## config.mk

```make
export PLATFORM = sky130hd
export DESIGN_NAME = irq_encoder8_3
export DESIGN_NICKNAME = d
export VERILOG_FILES = /design/src/rtl/irq_pkg.sv /design/src/rtl/pri_enc8_3.sv /design/src/rtl/irq_encoder8_3.sv
export SDC_FILE = /design/constraint.sdc
export NUM_CORES = 1
export LEC_CHECK = 0
export BUFFER_PORTS_ARGS = -buffer_cell sky130_fd_sc_hd__buf_2
export CAP_MARGIN = 0
export CORE_UTILIZATION = 42
export DETAILED_ROUTE_END_ITERATION = 10
export GPL_TIMING_DRIVEN = 0
export PLACE_DENSITY = 0.7
export SYNTH_ARGS = -nofsm -noshare
export SYNTH_HDL_FRONTEND = slang
export SYNTH_SLANG_ARGS = --single-unit
export TNS_END_PERCENT = 100
```

## constraint.sdc

```tcl
create_clock -name clk -period 1.1 [get_ports clk]
set_input_delay 0.22 -clock clk [delete_from_list [all_inputs] [get_ports clk]]
set_output_delay 0.22 -clock clk [all_outputs]
set_load 0.1 [all_outputs]
```

## src/rtl/irq_pkg.sv

```systemverilog
// Shared widths, FSM state type and clear-mask helper for the request encoder.
package irq_pkg;

  localparam int unsigned N_REQ  = 8;
  localparam int unsigned CODE_W = 3;

  typedef enum logic {
    IDLE  = 1'b0,
    GRANT = 1'b1
  } state_t;

  // One-hot mask selecting the pending bit addressed by a code.
  function automatic logic [N_REQ-1:0] clr_mask(input logic [CODE_W-1:0] c);
    return N_REQ'(1) << c;
  endfunction

endpackage

```

## src/rtl/pri_enc8_3.sv

```systemverilog
// Combinational 8-to-3 priority encoder: index of the highest set bit plus an any-set flag.
module pri_enc8_3
  import irq_pkg::*;
(
  input  logic [N_REQ-1:0]  in,
  output logic [CODE_W-1:0] idx_c,
  output logic              any_c
);

  // Ascending scan so the highest set bit wins.
  always_comb begin
    idx_c = '0;
    any_c = 1'b0;
    for (int i = 0; i < N_REQ; i++) begin
      if (in[i]) begin
        idx_c = CODE_W'(i);
        any_c = 1'b1;
      end
    end
  end

endmodule

```

## src/rtl/irq_encoder8_3.sv

```systemverilog
// Registered 8-to-3 priority encoder: captures request rising edges into a pending
// register and holds the highest-priority code until acknowledged.
module irq_encoder8_3
  import irq_pkg::*;
(
  input  logic              clk,
  input  logic              rst,
  input  logic              en,
  input  logic [N_REQ-1:0]  req,
  input  logic              ack,
  output logic [CODE_W-1:0] code,
  output logic              valid,
  output logic [N_REQ-1:0]  pending
);

  state_t              state;
  state_t              state_n;
  logic [N_REQ-1:0]    req_q;
  logic [N_REQ-1:0]    rise;
  logic [N_REQ-1:0]    clr;
  logic [N_REQ-1:0]    pending_n;
  logic [CODE_W-1:0]   code_n;
  logic                valid_n;
  logic [CODE_W-1:0]   enc_idx_c;
  logic                enc_any_c;

  pri_enc8_3 u_pri_enc (
    .in    (pending),
    .idx_c (enc_idx_c),
    .any_c (enc_any_c)
  );

  assign rise = req & ~req_q;
  // A new rise on the bit being retired keeps it pending.
  assign pending_n = (pending & ~clr) | rise;

  always_ff @(posedge clk) begin
    if (rst) begin
      state   <= IDLE;
      code    <= '0;
      valid   <= 1'b0;
      pending <= '0;
      req_q   <= '0;
    end else begin
      state   <= state_n;
      code    <= code_n;
      valid   <= valid_n;
      pending <= pending_n;
      req_q   <= req;
    end
  end

  // Grant from IDLE when enabled; hold the code in GRANT until ack retires it.
  always_comb begin
    state_n = state;
    code_n  = code;
    valid_n = valid;
    clr     = '0;
    case (state)
      IDLE: begin
        valid_n = 1'b0;
        if (en && enc_any_c) begin
          code_n  = enc_idx_c;
          valid_n = 1'b1;
          state_n = GRANT;
        end
      end
      GRANT: begin
        if (ack) begin
          clr     = clr_mask(code);
          valid_n = 1'b0;
          state_n = IDLE;
        end
      end
      default: begin
        state_n = IDLE;
        valid_n = 1'b0;
      end
    endcase
  end

endmodule

```

==> results of run 1 <==
[final timing paths]
kind,cells past startpoint,slack (ns),end,start
min,2,0.08,req_q[7]$_SDFF_PP0_,rst
max reg2reg,4,-0.12,code[1]$_SDFFE_PP0P_,pending[7]$_SDFF_PP0_
min reg2reg,2,0.48,pending[3]$_SDFF_PP0_,req_q[3]$_SDFF_PP0_
max,4,-0.12,code[1]$_SDFFE_PP0P_,pending[7]$_SDFF_PP0_
[logic make-up (layout without fill, tap and decap cells)]
family / Yosys count / in the layout / synth area share, %
compound gates: 25 / 25 / 19.91
buf+inv: 5 / 43 / 2.333
simple gates: 32 / 32 / 25.51
flops: 21 / 21 / 52.25
[power groups by stage]
stage	logic, mW	registers (mW)	clock network [mW]
floorplan	0.134	1.16	0
global placement	0.488	0.895	0
detailed placement	0.494	0.898	0
CTS	0.674	0.884	0.379
global route	0.727	0.896	0.410
finish	0.699	0.888	0.373
[metrics by stage]
step / cells / hold slack (ns) / setup slack, ns
after global placement: 131 / 0.4081 / -0.05757
final: 146 / 0.08385 / -0.1239
after global routing: 146 / 0.08595 / -0.1738
after detailed placement: 131 / 0.4102 / -0.1015
after floorplan: 83 / 0.2916 / -0.1492
after CTS: 145 / 0.07724 / -0.1088
[synth_stat cells]
cell type	n	area share, %
sky130_fd_sc_hd__dfxtp_1	21	52
sky130_fd_sc_hd__a21oi_1	11	6.8
sky130_fd_sc_hd__nand2b_1	11	8.6
sky130_fd_sc_hd__nor2b_1	8	6.2
sky130_fd_sc_hd__nor2_1	7	3.3
sky130_fd_sc_hd__o21ai_0	7	4.4
sky130_fd_sc_hd__inv_1	3	1.4
sky130_fd_sc_hd__clkbuf_1	2	0.93
sky130_fd_sc_hd__o31ai_1	2	1.9
sky130_fd_sc_hd__a211oi_1	1	0.93
sky130_fd_sc_hd__a21oi_4	1	2.0
sky130_fd_sc_hd__a311oi_2	1	1.9
sky130_fd_sc_hd__a31oi_1	1	0.78
sky130_fd_sc_hd__nand2_1	1	0.47
sky130_fd_sc_hd__nand3_1	1	0.62
sky130_fd_sc_hd__nand3b_1	1	0.93
sky130_fd_sc_hd__nor3_2	1	1.2
sky130_fd_sc_hd__nor4_2	1	1.6
sky130_fd_sc_hd__nor4_4	1	2.6
sky130_fd_sc_hd__o311a_1	1	1.2
[layout make-up]
type	instances	area [µm²]	share of cell area, %
multi-input combinational	57	389.1	29.79
buffer	2	7.507	0.5747
tap	25	31.28	2.395
clock buffer	4	26.28	2.011
timing repair buffer	34	377.9	28.93
inverter	3	11.26	0.8621
sequential	21	462.9	35.44
[per-layer routing]
metal / up-vias / GRT usage (%) / routed length (µm) / part of all wire [%]
li1: 366 / - / - / -
met1: 367 / 25.12 / 877 / 45
met2: 17 / 32.29 / 990 / 51
met3: 7 / 2.778 / 48 / 2.4
met4: 0 / 12.94 / 44 / 2.2
met5: - / 0 / 0 / 0
[critical path, stage by stage (launching register included)]
cell,delay (ns)
sky130_fd_sc_hd__dfxtp_4,0.38
sky130_fd_sc_hd__nor4_4,0.35
sky130_fd_sc_hd__a21oi_4,0.15
sky130_fd_sc_hd__nor2_1,0.17
sky130_fd_sc_hd__a311oi_2,0.05
[state kept, by name (all words and copies together), names as in the netlist]
register	cells
req_q	8
state	1
valid	1
pending	8
code	3
[timing repair]
item / CTS / global route
setup endpoints to repair: 17 / 19
gates resized for setup: 48 / 5
pin swaps: 4 / 2
hold endpoints to repair: 0 / 0
buffers inserted: 10 / 1
==> flow_results.xml, run 1 <==
<?xml version="1.0" encoding="UTF-8"?>
<metrics>
  <group name="status">
    <metric name="status" unit="">complete, but fails checks</metric>
    <metric name="violations" unit="">negative setup slack</metric>
  </group>
  <group name="worst_hold_path">
    <metric name="hold_path_class" unit="">in2reg</metric>
  </group>
  <group name="drt">
    <metric name="drc_errors" unit="">0</metric>
    <metric name="firstDrtPassIters" unit="">4</metric>
    <metric name="detailroute.via_count" unit="">757</metric>
    <metric name="avgViaCountPerCell" unit="">5.185</metric>
    <metric name="postRouteWirelength" unit="µm">1960</metric>
    <metric name="routedWlPerCell" unit="µm">13.42</metric>
    <metric name="antenna_left" unit="">0</metric>
    <metric name="detailedRoute.firstIterationViolations" unit="">9</metric>
  </group>
  <group name="sta">
    <metric name="worst_slew_pin_slew" unit="ns">0.5543</metric>
    <metric name="drv_slew" unit="">0</metric>
    <metric name="finalCriticalPeriod" unit="ns">1.224</metric>
    <metric name="fin_ws" unit="ns">-0.1239</metric>
    <metric name="timing.final.crit_share" unit="%">111.3</metric>
    <metric name="rsz0062_at_grt" unit="">true</metric>
    <metric name="fmax" unit="MHz">817.0</metric>
    <metric name="timing.max_slew.rel_slack" unit="%">63.05</metric>
    <metric name="final-setup-viol-count" unit="">10</metric>
    <metric name="finalClockSkew" unit="ns">0.003465</metric>
    <metric name="final_hold_viol_count" unit="">0</metric>
    <metric name="fin_setup_tns" unit="ns">-0.5709</metric>
  </group>
  <group name="pwr">
    <metric name="power.share.combinational" unit="%">35.6</metric>
    <metric name="p_total" unit="mW">1.960</metric>
    <metric name="sequentialPowerShare" unit="%">45.3</metric>
    <metric name="power_leakage" unit="nW">0.5246</metric>
    <metric name="int_power" unit="mW">1.236</metric>
    <metric name="power.net_switching" unit="mW">0.7240</metric>
    <metric name="pwr-share-clk" unit="%">19.0</metric>
    <metric name="vdd_drop_max" unit="mV">1.021</metric>
    <metric name="power-per-cell-area" unit="mW/mm²">1500</metric>
    <metric name="power_switching_share" unit="%">36.94</metric>
  </group>
  <group name="cts">
    <metric name="cts.clk_slew.worst_paths" unit="ns">0.11</metric>
    <metric name="h-tree-depth" unit="">1</metric>
    <metric name="hold_buffers" unit="">0</metric>
    <metric name="insertion_delay" unit="ns">0.30</metric>
    <metric name="clock_tree_from_tritoncts" unit="">built</metric>
    <metric name="cts_buffers" unit="">3</metric>
    <metric name="cts_root_buffer" unit="">sky130_fd_sc_hd__clkbuf_4</metric>
    <metric name="clkSinkCount" unit="">21</metric>
    <metric name="maximum_root_to_sink_buffer_count" unit="">2</metric>
  </group>
  <group name="floorplan">
    <metric name="std_cell_rows" unit="">15</metric>
    <metric name="die_h" unit="µm">45.77</metric>
    <metric name="die_area" unit="mm²">0.002094</metric>
    <metric name="initial_core_util" unit="%">45.60</metric>
    <metric name="die_w" unit="µm">45.77</metric>
    <metric name="ioPinCount" unit="">24</metric>
    <metric name="placeableCoreArea" unit="mm²">0.001764</metric>
  </group>
  <group name="yosys">
    <metric name="synth_area" unit="µm²">804.5</metric>
    <metric name="yosysWarnings" unit="">0</metric>
    <metric name="syn_area_per_cell" unit="µm²">9.693</metric>
    <metric name="yosysSeqAreaShare" unit="%">52.26</metric>
    <metric name="synth_seq_cells" unit="">21</metric>
    <metric name="netlist_cell_types" unit="">20</metric>
    <metric name="synth_net_count" unit="">95</metric>
    <metric name="syn_inst" unit="">83</metric>
  </group>
  <group name="finish">
    <metric name="num-fill-cells" unit="">132</metric>
    <metric name="antenna_cells_inserted" unit="">0</metric>
    <metric name="finish.utilization" unit="%">74.04</metric>
    <metric name="layout-drive-gt1-share" unit="%">47.11</metric>
    <metric name="final_common_cell" unit="">sky130_fd_sc_hd__buf_12</metric>
    <metric name="syn2layout_area_growth" unit="%">62.36</metric>
    <metric name="final_cell_area" unit="mm²">0.001306</metric>
    <metric name="layout.nets" unit="">134</metric>
  </group>
  <group name="placement">
    <metric name="port_buffers" unit="">23</metric>
    <metric name="post_dp_cell_area" unit="mm²">0.001006</metric>
    <metric name="dp_hpwl" unit="µm">1178</metric>
    <metric name="place.gp.congestion" unit="">0.7577</metric>
  </group>
  <group name="global_routing">
    <metric name="antenna_found_initial" unit="">0</metric>
    <metric name="grt_usage" unit="%">20.13</metric>
    <metric name="grt_start_max_net_pins" unit="">12</metric>
    <metric name="grt_pass1_wl" unit="µm">2891</metric>
    <metric name="gr-total-overflow" unit="">0</metric>
    <metric name="grt_pass1_vias" unit="">671</metric>
  </group>
  <group name="setup_path">
    <metric name="cp_max_fo" unit="">8</metric>
    <metric name="timing.critical_path.from_type" unit="">register</metric>
    <metric name="required" unit="ns">1.28</metric>
    <metric name="cp_data_arrival_time" unit="ns">1.40</metric>
    <metric name="crit_type" unit="">reg2reg</metric>
    <metric name="timing.critical_path.to_type" unit="">register</metric>
  </group>
  <group name="run">
    <metric name="timing.max_cap.violations" unit="">0</metric>
  </group>
</metrics>
(Power assumes the default switching activity.)
==> inputs of run 2 (changes only) <==
--- a/config.mk
+++ b/config.mk
@@ -11,6 +11,7 @@
 export DETAILED_ROUTE_END_ITERATION = 10
 export GPL_TIMING_DRIVEN = 0
 export PLACE_DENSITY = 0.7
+export REMOVE_ABC_BUFFERS = 1
 export SYNTH_ARGS = -nofsm -noshare
 export SYNTH_HDL_FRONTEND = slang
 export SYNTH_SLANG_ARGS = --single-unit
==> run 2 against run 1 <==
Compared with the run above: the flow still finishes with violations (negative setup slack); sequential share of layout area rose by 0.88 points; die area is the same; register-to-register slack worse by 0.04 ns; non-clock buffer count decreased by 6; largest cell class unchanged.
==> flow_results.xml, run 2 (synthesis results as in run 1) <==
<?xml version="1.0" encoding="UTF-8"?>
<metrics>
  <group name="placement">
    <metric name="post_dp_cell_area" unit="µm²">943.4</metric>
    <metric name="port_buffers" unit="">23</metric>
    <metric name="place.gp.congestion" unit="">0.7747</metric>
    <metric name="dp_hpwl" unit="µm">1095</metric>
  </group>
  <group name="setup_path">
    <metric name="slowest_stage" unit="">sky130_fd_sc_hd__dfxtp_4</metric>
    <metric name="timing.critical_path.to_type" unit="">register</metric>
    <metric name="r2r_cell_count" unit="">4</metric>
    <metric name="crit_type" unit="">reg2reg</metric>
    <metric name="critical_path.reg2reg.endpoint" unit="">code[0]$_SDFFE_PP0P_</metric>
    <metric name="crit-reg2reg-launch" unit="">pending[5]$_SDFF_PP0_</metric>
    <metric name="timing.critical_path.from_type" unit="">register</metric>
    <metric name="critPathLaunch" unit="">pending[5]$_SDFF_PP0_</metric>
    <metric name="worst-r2r-setup-slack" unit="ns">-0.16</metric>
    <metric name="timing.critical_path.to" unit="">code[0]$_SDFFE_PP0P_</metric>
    <metric name="cp_top_family" unit="">simple AND/OR/NAND/NOR gates</metric>
    <metric name="critical_path.n_buffers_inverters" unit="">0</metric>
    <metric name="cp_data_arrival_time" unit="ns">1.44</metric>
    <metric name="cp_max_fo" unit="">8</metric>
    <metric name="timing.critical_path.slowest_cell_delay" unit="ns">0.38</metric>
    <metric name="crit_chain" unit="">nor4_4 -&gt; a21oi_4 -&gt; nor2_2 -&gt; nor3_2</metric>
    <metric name="critical_path_cell_count" unit="">4</metric>
    <metric name="required" unit="ns">1.28</metric>
  </group>
  <group name="finish">
    <metric name="final_common_cell" unit="">sky130_fd_sc_hd__buf_12</metric>
    <metric name="finish.utilization" unit="%">72.84</metric>
    <metric name="layout-drive-gt1-share" unit="%">46.96</metric>
    <metric name="syn2layout_area_growth" unit="%">59.72</metric>
    <metric name="multi_input_comb_area" unit="µm²">389.1</metric>
    <metric name="num-fill-cells" unit="">136</metric>
    <metric name="antenna_cells_inserted" unit="">0</metric>
    <metric name="final_cell_area" unit="mm²">0.001285</metric>
    <metric name="leading_cell_types_in_the_layout_fill_and_taps_excluded" unit="">sky130_fd_sc_hd__buf_12, sky130_fd_sc_hd__dfxtp_4, sky130_fd_sc_hd__a21oi_1, sky130_fd_sc_hd__buf_2, sky130_fd_sc_hd__nand2b_1</metric>
    <metric name="layout.nets" unit="">128</metric>
    <metric name="registers_with_the_most_flip_flops" unit="">pending x8, req_q x8, code x3</metric>
    <metric name="seq_area" unit="µm²">466.7</metric>
  </group>
  <group name="pwr">
    <metric name="vdd_drop_max" unit="mV">0.8501</metric>
    <metric name="power_leakage" unit="nW">0.5084</metric>
    <metric name="p_total" unit="mW">1.944</metric>
    <metric name="power-per-cell-area" unit="mW/mm²">1513</metric>
  </group>
  <group name="drt">
    <metric name="postRouteWirelength" unit="µm">2044</metric>
    <metric name="antenna_left" unit="">0</metric>
    <metric name="drc_errors" unit="">0</metric>
    <metric name="avgViaCountPerCell" unit="">5.136</metric>
    <metric name="firstDrtPassIters" unit="">4</metric>
    <metric name="detailroute.via_count" unit="">719</metric>
    <metric name="routedWlPerCell" unit="µm">14.60</metric>
    <metric name="detailedRoute.firstIterationViolations" unit="">15</metric>
  </group>
  <group name="cts">
    <metric name="cts_root_buffer" unit="">sky130_fd_sc_hd__clkbuf_4</metric>
    <metric name="cts.clk_slew.worst_paths" unit="ns">0.11</metric>
    <metric name="h-tree-depth" unit="">1</metric>
    <metric name="cts_buffers" unit="">3</metric>
    <metric name="insertion_delay" unit="ns">0.30</metric>
    <metric name="maximum_root_to_sink_buffer_count" unit="">2</metric>
    <metric name="clock_tree_from_tritoncts" unit="">built</metric>
    <metric name="clkSinkCount" unit="">21</metric>
  </group>
  <group name="sta">
    <metric name="whs" unit="ns">0.1423</metric>
    <metric name="finalCriticalPeriod" unit="ns">1.259</metric>
    <metric name="rsz0062_at_grt" unit="">true</metric>
    <metric name="drv_slew" unit="">0</metric>
    <metric name="fin_ws" unit="ns">-0.1593</metric>
    <metric name="finalClockSkew" unit="ns">0.004119</metric>
    <metric name="final_hold_viol_count" unit="">0</metric>
    <metric name="worst_slew_pin_slew" unit="ns">0.3952</metric>
    <metric name="timing.max_slew.rel_slack" unit="%">73.65</metric>
    <metric name="timing.final.crit_share" unit="%">114.5</metric>
    <metric name="final-setup-viol-count" unit="">11</metric>
    <metric name="fmax" unit="MHz">794.1</metric>
  </group>
  <group name="floorplan">
    <metric name="die_w" unit="µm">45.77</metric>
    <metric name="initial_core_util" unit="%">45.60</metric>
    <metric name="die_area" unit="mm²">0.002094</metric>
    <metric name="die_h" unit="µm">45.77</metric>
    <metric name="placeableCoreArea" unit="mm²">0.001764</metric>
    <metric name="std_cell_rows" unit="">15</metric>
    <metric name="ioPinCount" unit="">24</metric>
  </group>
  <group name="status">
    <metric name="status" unit="">complete, but fails checks</metric>
    <metric name="violations" unit="">negative setup slack</metric>
  </group>
  <group name="global_routing">
    <metric name="antenna_found_initial" unit="">0</metric>
    <metric name="grt_start_max_net_pins" unit="">22</metric>
    <metric name="gr-total-overflow" unit="">0</metric>
    <metric name="grt_pass1_wl" unit="µm">2760</metric>
    <metric name="grt_pass1_vias" unit="">641</metric>
    <metric name="grt_usage" unit="%">19.47</metric>
  </group>
  <group name="run">
    <metric name="timing.max_cap.violations" unit="">0</metric>
  </group>
  <group name="worst_hold_path">
    <metric name="min_delay_path_depth" unit="">2</metric>
    <metric name="hold_path_class" unit="">in2reg</metric>
  </group>
</metrics>
==> run 2: final cells by class <==
type | instances | area share [%]
flip-flops and latches | 21 | 36.32
multi-input cells | 57 | 30.28
repair buffers | 30 | 28.04
well taps | 25 | 2.434
clock buffers | 4 | 2.045
inverters | 3 | 0.8763
==> run 2: worst min-delay path by stage <==
stage                start              endpoint  slack (ns)
floorplan              rst  code[1]$_SDFFE_PP0P_        0.29
global placement    req[5]   req_q[5]$_SDFF_PP0_        0.45
detailed placement  req[7]   req_q[7]$_SDFF_PP0_        0.45
CTS                 req[7]   req_q[7]$_SDFF_PP0_        0.14
global route        req[1]   req_q[1]$_SDFF_PP0_        0.14
finish              req[5]   req_q[5]$_SDFF_PP0_        0.14
==> run 2: what timing repair did <==
action,in CTS,in global routing
endpoints found under the hold margin,0,0
setup endpoints to repair,17,20
resized for setup,61,17
buffers inserted,4,3
pin swaps,1,3
hold buffers,0,0
==> run 2: routing by layer <==
layer  share of wire, %  global-route usage [%]
met5                  0                       0
met1                 41                   21.98
met4                2.3                   10.59
met2                 53                   33.43
met3                4.0                   4.762
==> run 2: power breakdown <==
group / switching, mW / leakage (nW) / internal, mW
registers: 0.0798 / 0.182 / 0.818
logic: 0.414 / 0.311 / 0.270
clock network: 0.221 / 0.0150 / 0.141
==> run 2: through the flow <==
step	setup WS [ns]	instances	TNS, ns
detailed placement	-0.1068	129	-0.5253
CTS	-0.09283	137	-0.7568
global route	-0.2440	140	-1.447
floorplan	-0.7180	81	-8.048
global placement	-0.09346	129	-0.4332
finish	-0.1593	140	-0.8255
==> inputs of run 3 (changes only) <==
--- a/config.mk
+++ b/config.mk
@@ -7,10 +7,10 @@
 export LEC_CHECK = 0
 export BUFFER_PORTS_ARGS = -buffer_cell sky130_fd_sc_hd__buf_2
 export CAP_MARGIN = 0
-export CORE_UTILIZATION = 42
+export CORE_UTILIZATION = 43
 export DETAILED_ROUTE_END_ITERATION = 10
 export GPL_TIMING_DRIVEN = 0
-export PLACE_DENSITY = 0.7
+export PLACE_DENSITY = 0.71
 export REMOVE_ABC_BUFFERS = 1
 export SYNTH_ARGS = -nofsm -noshare
 export SYNTH_HDL_FRONTEND = slang
==> run 3 against run 2 <==
Compared with the run above: the run still ends with negative setup slack left; clock skew barely moved; clock power rose by 2%; clock-buffer cell count fell by 1; wire length fell by 16%; critical endpoint unchanged; via count fell by 4.7%; flip-flop and latch count did not move; worst setup slack improved by 0.029 ns; sequential share of layout area rose by 1.1 points; total power fell by 2.3%; register-to-register slack improved by 0.03 ns; final cell count fell by 2.9%; hold slack got worse by 0.0038 ns.
==> flow_results.xml, run 3 (synthesis results as in run 1) <==
<?xml version="1.0" encoding="UTF-8"?>
<metrics>
  <group name="drt">
    <metric name="drc_errors" unit="">0</metric>
    <metric name="postRouteWirelength" unit="µm">1726</metric>
    <metric name="antenna_left" unit="">0</metric>
    <metric name="firstDrtPassIters" unit="">4</metric>
    <metric name="detailedRoute.firstIterationViolations" unit="">17</metric>
    <metric name="avgViaCountPerCell" unit="">5.037</metric>
    <metric name="routedWlPerCell" unit="µm">12.69</metric>
    <metric name="detailroute.via_count" unit="">685</metric>
  </group>
  <group name="finish">
    <metric name="layout.nets" unit="">124</metric>
    <metric name="final_cell_area" unit="mm²">0.001211</metric>
    <metric name="syn2layout_area_growth" unit="%">50.54</metric>
    <metric name="leading_cell_types_in_the_layout_fill_and_taps_excluded" unit="">sky130_fd_sc_hd__nand2b_1, sky130_fd_sc_hd__a21oi_1, sky130_fd_sc_hd__buf_2, sky130_fd_sc_hd__buf_12, sky130_fd_sc_hd__dfxtp_1</metric>
    <metric name="layout-drive-gt1-share" unit="%">43.24</metric>
    <metric name="antenna_cells_inserted" unit="">0</metric>
    <metric name="registers_with_the_most_flip_flops" unit="">pending x8, req_q x8, code x3</metric>
  </group>
  <group name="sta">
    <metric name="whs" unit="ns">0.1385</metric>
    <metric name="fmax" unit="MHz">812.7</metric>
    <metric name="drv_slew" unit="">0</metric>
    <metric name="timing.final.crit_share" unit="%">111.9</metric>
    <metric name="final_hold_viol_count" unit="">0</metric>
    <metric name="fin_setup_tns" unit="ns">-0.6928</metric>
    <metric name="rsz0062_at_grt" unit="">true</metric>
    <metric name="timing.max_slew.rel_slack" unit="%">74.68</metric>
    <metric name="final-setup-viol-count" unit="">14</metric>
    <metric name="finalClockSkew" unit="ns">0.003783</metric>
    <metric name="fin_ws" unit="ns">-0.1305</metric>
    <metric name="worst_slew_pin_slew" unit="ns">0.3798</metric>
    <metric name="finalCriticalPeriod" unit="ns">1.230</metric>
  </group>
  <group name="floorplan">
    <metric name="ioPinCount" unit="">24</metric>
    <metric name="die_h" unit="µm">45.26</metric>
    <metric name="initial_core_util" unit="%">46.09</metric>
    <metric name="die_area" unit="mm²">0.002048</metric>
    <metric name="std_cell_rows" unit="">15</metric>
    <metric name="die_w" unit="µm">45.26</metric>
    <metric name="placeableCoreArea" unit="mm²">0.001745</metric>
  </group>
  <group name="global_routing">
    <metric name="use_met2" unit="%">29.86</metric>
    <metric name="grt_util_met3" unit="%">2.800</metric>
    <metric name="grt_pass1_vias" unit="">615</metric>
    <metric name="grt_pass1_wl" unit="µm">2622</metric>
    <metric name="global_route.usage.met1" unit="%">22.03</metric>
    <metric name="antenna_found_initial" unit="">0</metric>
    <metric name="top_usage_layer" unit="">met2</metric>
    <metric name="gr-total-overflow" unit="">0</metric>
    <metric name="grt_start_max_net_pins" unit="">22</metric>
    <metric name="grt_usage" unit="%">18.27</metric>
  </group>
  <group name="cts">
    <metric name="cts.clk_slew.worst_paths" unit="ns">0.12</metric>
    <metric name="hold_buffers" unit="">0</metric>
    <metric name="h-tree-depth" unit="">1</metric>
    <metric name="cts_buffers" unit="">3</metric>
    <metric name="maximum_root_to_sink_buffer_count" unit="">2</metric>
    <metric name="cts_root_buffer" unit="">sky130_fd_sc_hd__clkbuf_4</metric>
    <metric name="clock_tree_from_tritoncts" unit="">built</metric>
    <metric name="clkSinkCount" unit="">21</metric>
    <metric name="insertion_delay" unit="ns">0.30</metric>
  </group>
  <group name="placement">
    <metric name="dp_slack" unit="ns">-0.1332</metric>
    <metric name="place.gp.congestion" unit="">0.7565</metric>
    <metric name="port_buffers" unit="">23</metric>
    <metric name="dp_hpwl" unit="µm">1083</metric>
    <metric name="post_dp_cell_area" unit="µm²">943.4</metric>
  </group>
  <group name="pwr">
    <metric name="sequentialPowerShare" unit="%">47.4</metric>
    <metric name="power.net_switching" unit="mW">0.7062</metric>
    <metric name="pwr-share-clk" unit="%">19.6</metric>
    <metric name="power-per-cell-area" unit="mW/mm²">1568</metric>
    <metric name="int_power" unit="mW">1.193</metric>
    <metric name="p_total" unit="mW">1.900</metric>
    <metric name="vdd_drop_max" unit="mV">0.8043</metric>
    <metric name="power_leakage" unit="nW">0.4788</metric>
    <metric name="power_switching_share" unit="%">37.18</metric>
    <metric name="power.share.combinational" unit="%">33.0</metric>
  </group>
  <group name="worst_hold_path">
    <metric name="hold_path_class" unit="">in2reg</metric>
    <metric name="min_delay_path_depth" unit="">2</metric>
    <metric name="end_point_of_the_worst_hold_path" unit="">req_q[7]$_SDFF_PP0_</metric>
    <metric name="min-delay-start" unit="">req[7]</metric>
  </group>
  <group name="setup_path">
    <metric name="crit-reg2reg-launch" unit="">pending[7]$_SDFF_PP0_</metric>
    <metric name="crit_type" unit="">reg2reg</metric>
    <metric name="r2r_cell_count" unit="">4</metric>
    <metric name="cp_data_arrival_time" unit="ns">1.45</metric>
    <metric name="worst-r2r-setup-slack" unit="ns">-0.13</metric>
    <metric name="critical_path.reg2reg.endpoint" unit="">code[0]$_SDFFE_PP0P_</metric>
    <metric name="timing.critical_path.from_type" unit="">register</metric>
    <metric name="required" unit="ns">1.32</metric>
    <metric name="cp_max_fo" unit="">8</metric>
    <metric name="timing.critical_path.to_type" unit="">register</metric>
  </group>
  <group name="run">
    <metric name="timing.max_cap.violations" unit="">0</metric>
  </group>
  <group name="status">
    <metric name="violations" unit="">negative setup slack</metric>
    <metric name="status" unit="">complete, but fails checks</metric>
  </group>
</metrics>
run 3: changes by cell type in the layout (fill, tap and decap cells not counted), sizes merged:
cell | before | now
buf | 30 | 26
clkbuf | 4 | 3
clkinv | 0 | 1
run 3: final cells by class:
cell class | instances | area [µm²]
repair buffers | 26 | 309.0
clock inverters | 1 | 5.005
inverters | 3 | 11.26
multi-input cells | 57 | 379.1
flip-flops and latches | 21 | 452.9
clock buffers | 3 | 22.52
fillers | 142 | 534.3
well taps | 25 | 31.28
run 3: worst max path at each step:
stage	slack, ns	from	to
finish	-0.13	pending[7]$_SDFF_PP0_	code[0]$_SDFFE_PP0P_
global route	-0.22	pending[7]$_SDFF_PP0_	code[0]$_SDFFE_PP0P_
CTS	-0.1	pending[7]$_SDFF_PP0_	code[0]$_SDFFE_PP0P_
detailed placement	-0.13	pending[3]$_SDFF_PP0_	code[0]$_SDFFE_PP0P_
global placement	-0.12	pending[3]$_SDFF_PP0_	valid$_SDFFE_PP0P_
floorplan	-0.72	pending[3]$_SDFF_PP0_	code[1]$_SDFFE_PP0P_
run 3: worst max-delay path: stages (launching register included):
cell and delay [ns]:
sky130_fd_sc_hd__dfxtp_4 0.38, sky130_fd_sc_hd__nor4_4 0.34, sky130_fd_sc_hd__a21oi_4 0.14, sky130_fd_sc_hd__o311a_1 0.15, sky130_fd_sc_hd__nor3_2 0.14
run 3: power groups by stage:
stage	logic, mW	clock network, mW	registers, mW
final	0.627	0.372	0.900
after detailed placement	0.486	0	0.893
after floorplan	0.125	0	1.16
after global routing	0.653	0.401	0.909
after global placement	0.480	0	0.891
after CTS	0.620	0.382	0.897
run 3: repair_timing:
action                     CTS  global route
gates resized for setup     63             4
setup endpoints to repair   17            17
pin swaps                    1             1
buffers inserted             3             0
run 3: metrics by stage:
stage,util [%],std cells
after floorplan,-,81
after global placement,54.05,129
after detailed placement,54.05,129
after CTS,68.53,136
after global routing,69.39,136
final,69.39,136
run 3: per-layer routing:
| layer | routed length, µm | vias up |
|---|---|---|
| met2 | 899 | 17 |
| li1 | - | 344 |
| met4 | 38 | 0 |
| met5 | 0 | - |
| met1 | 735 | 320 |
| met3 | 53 | 4 |
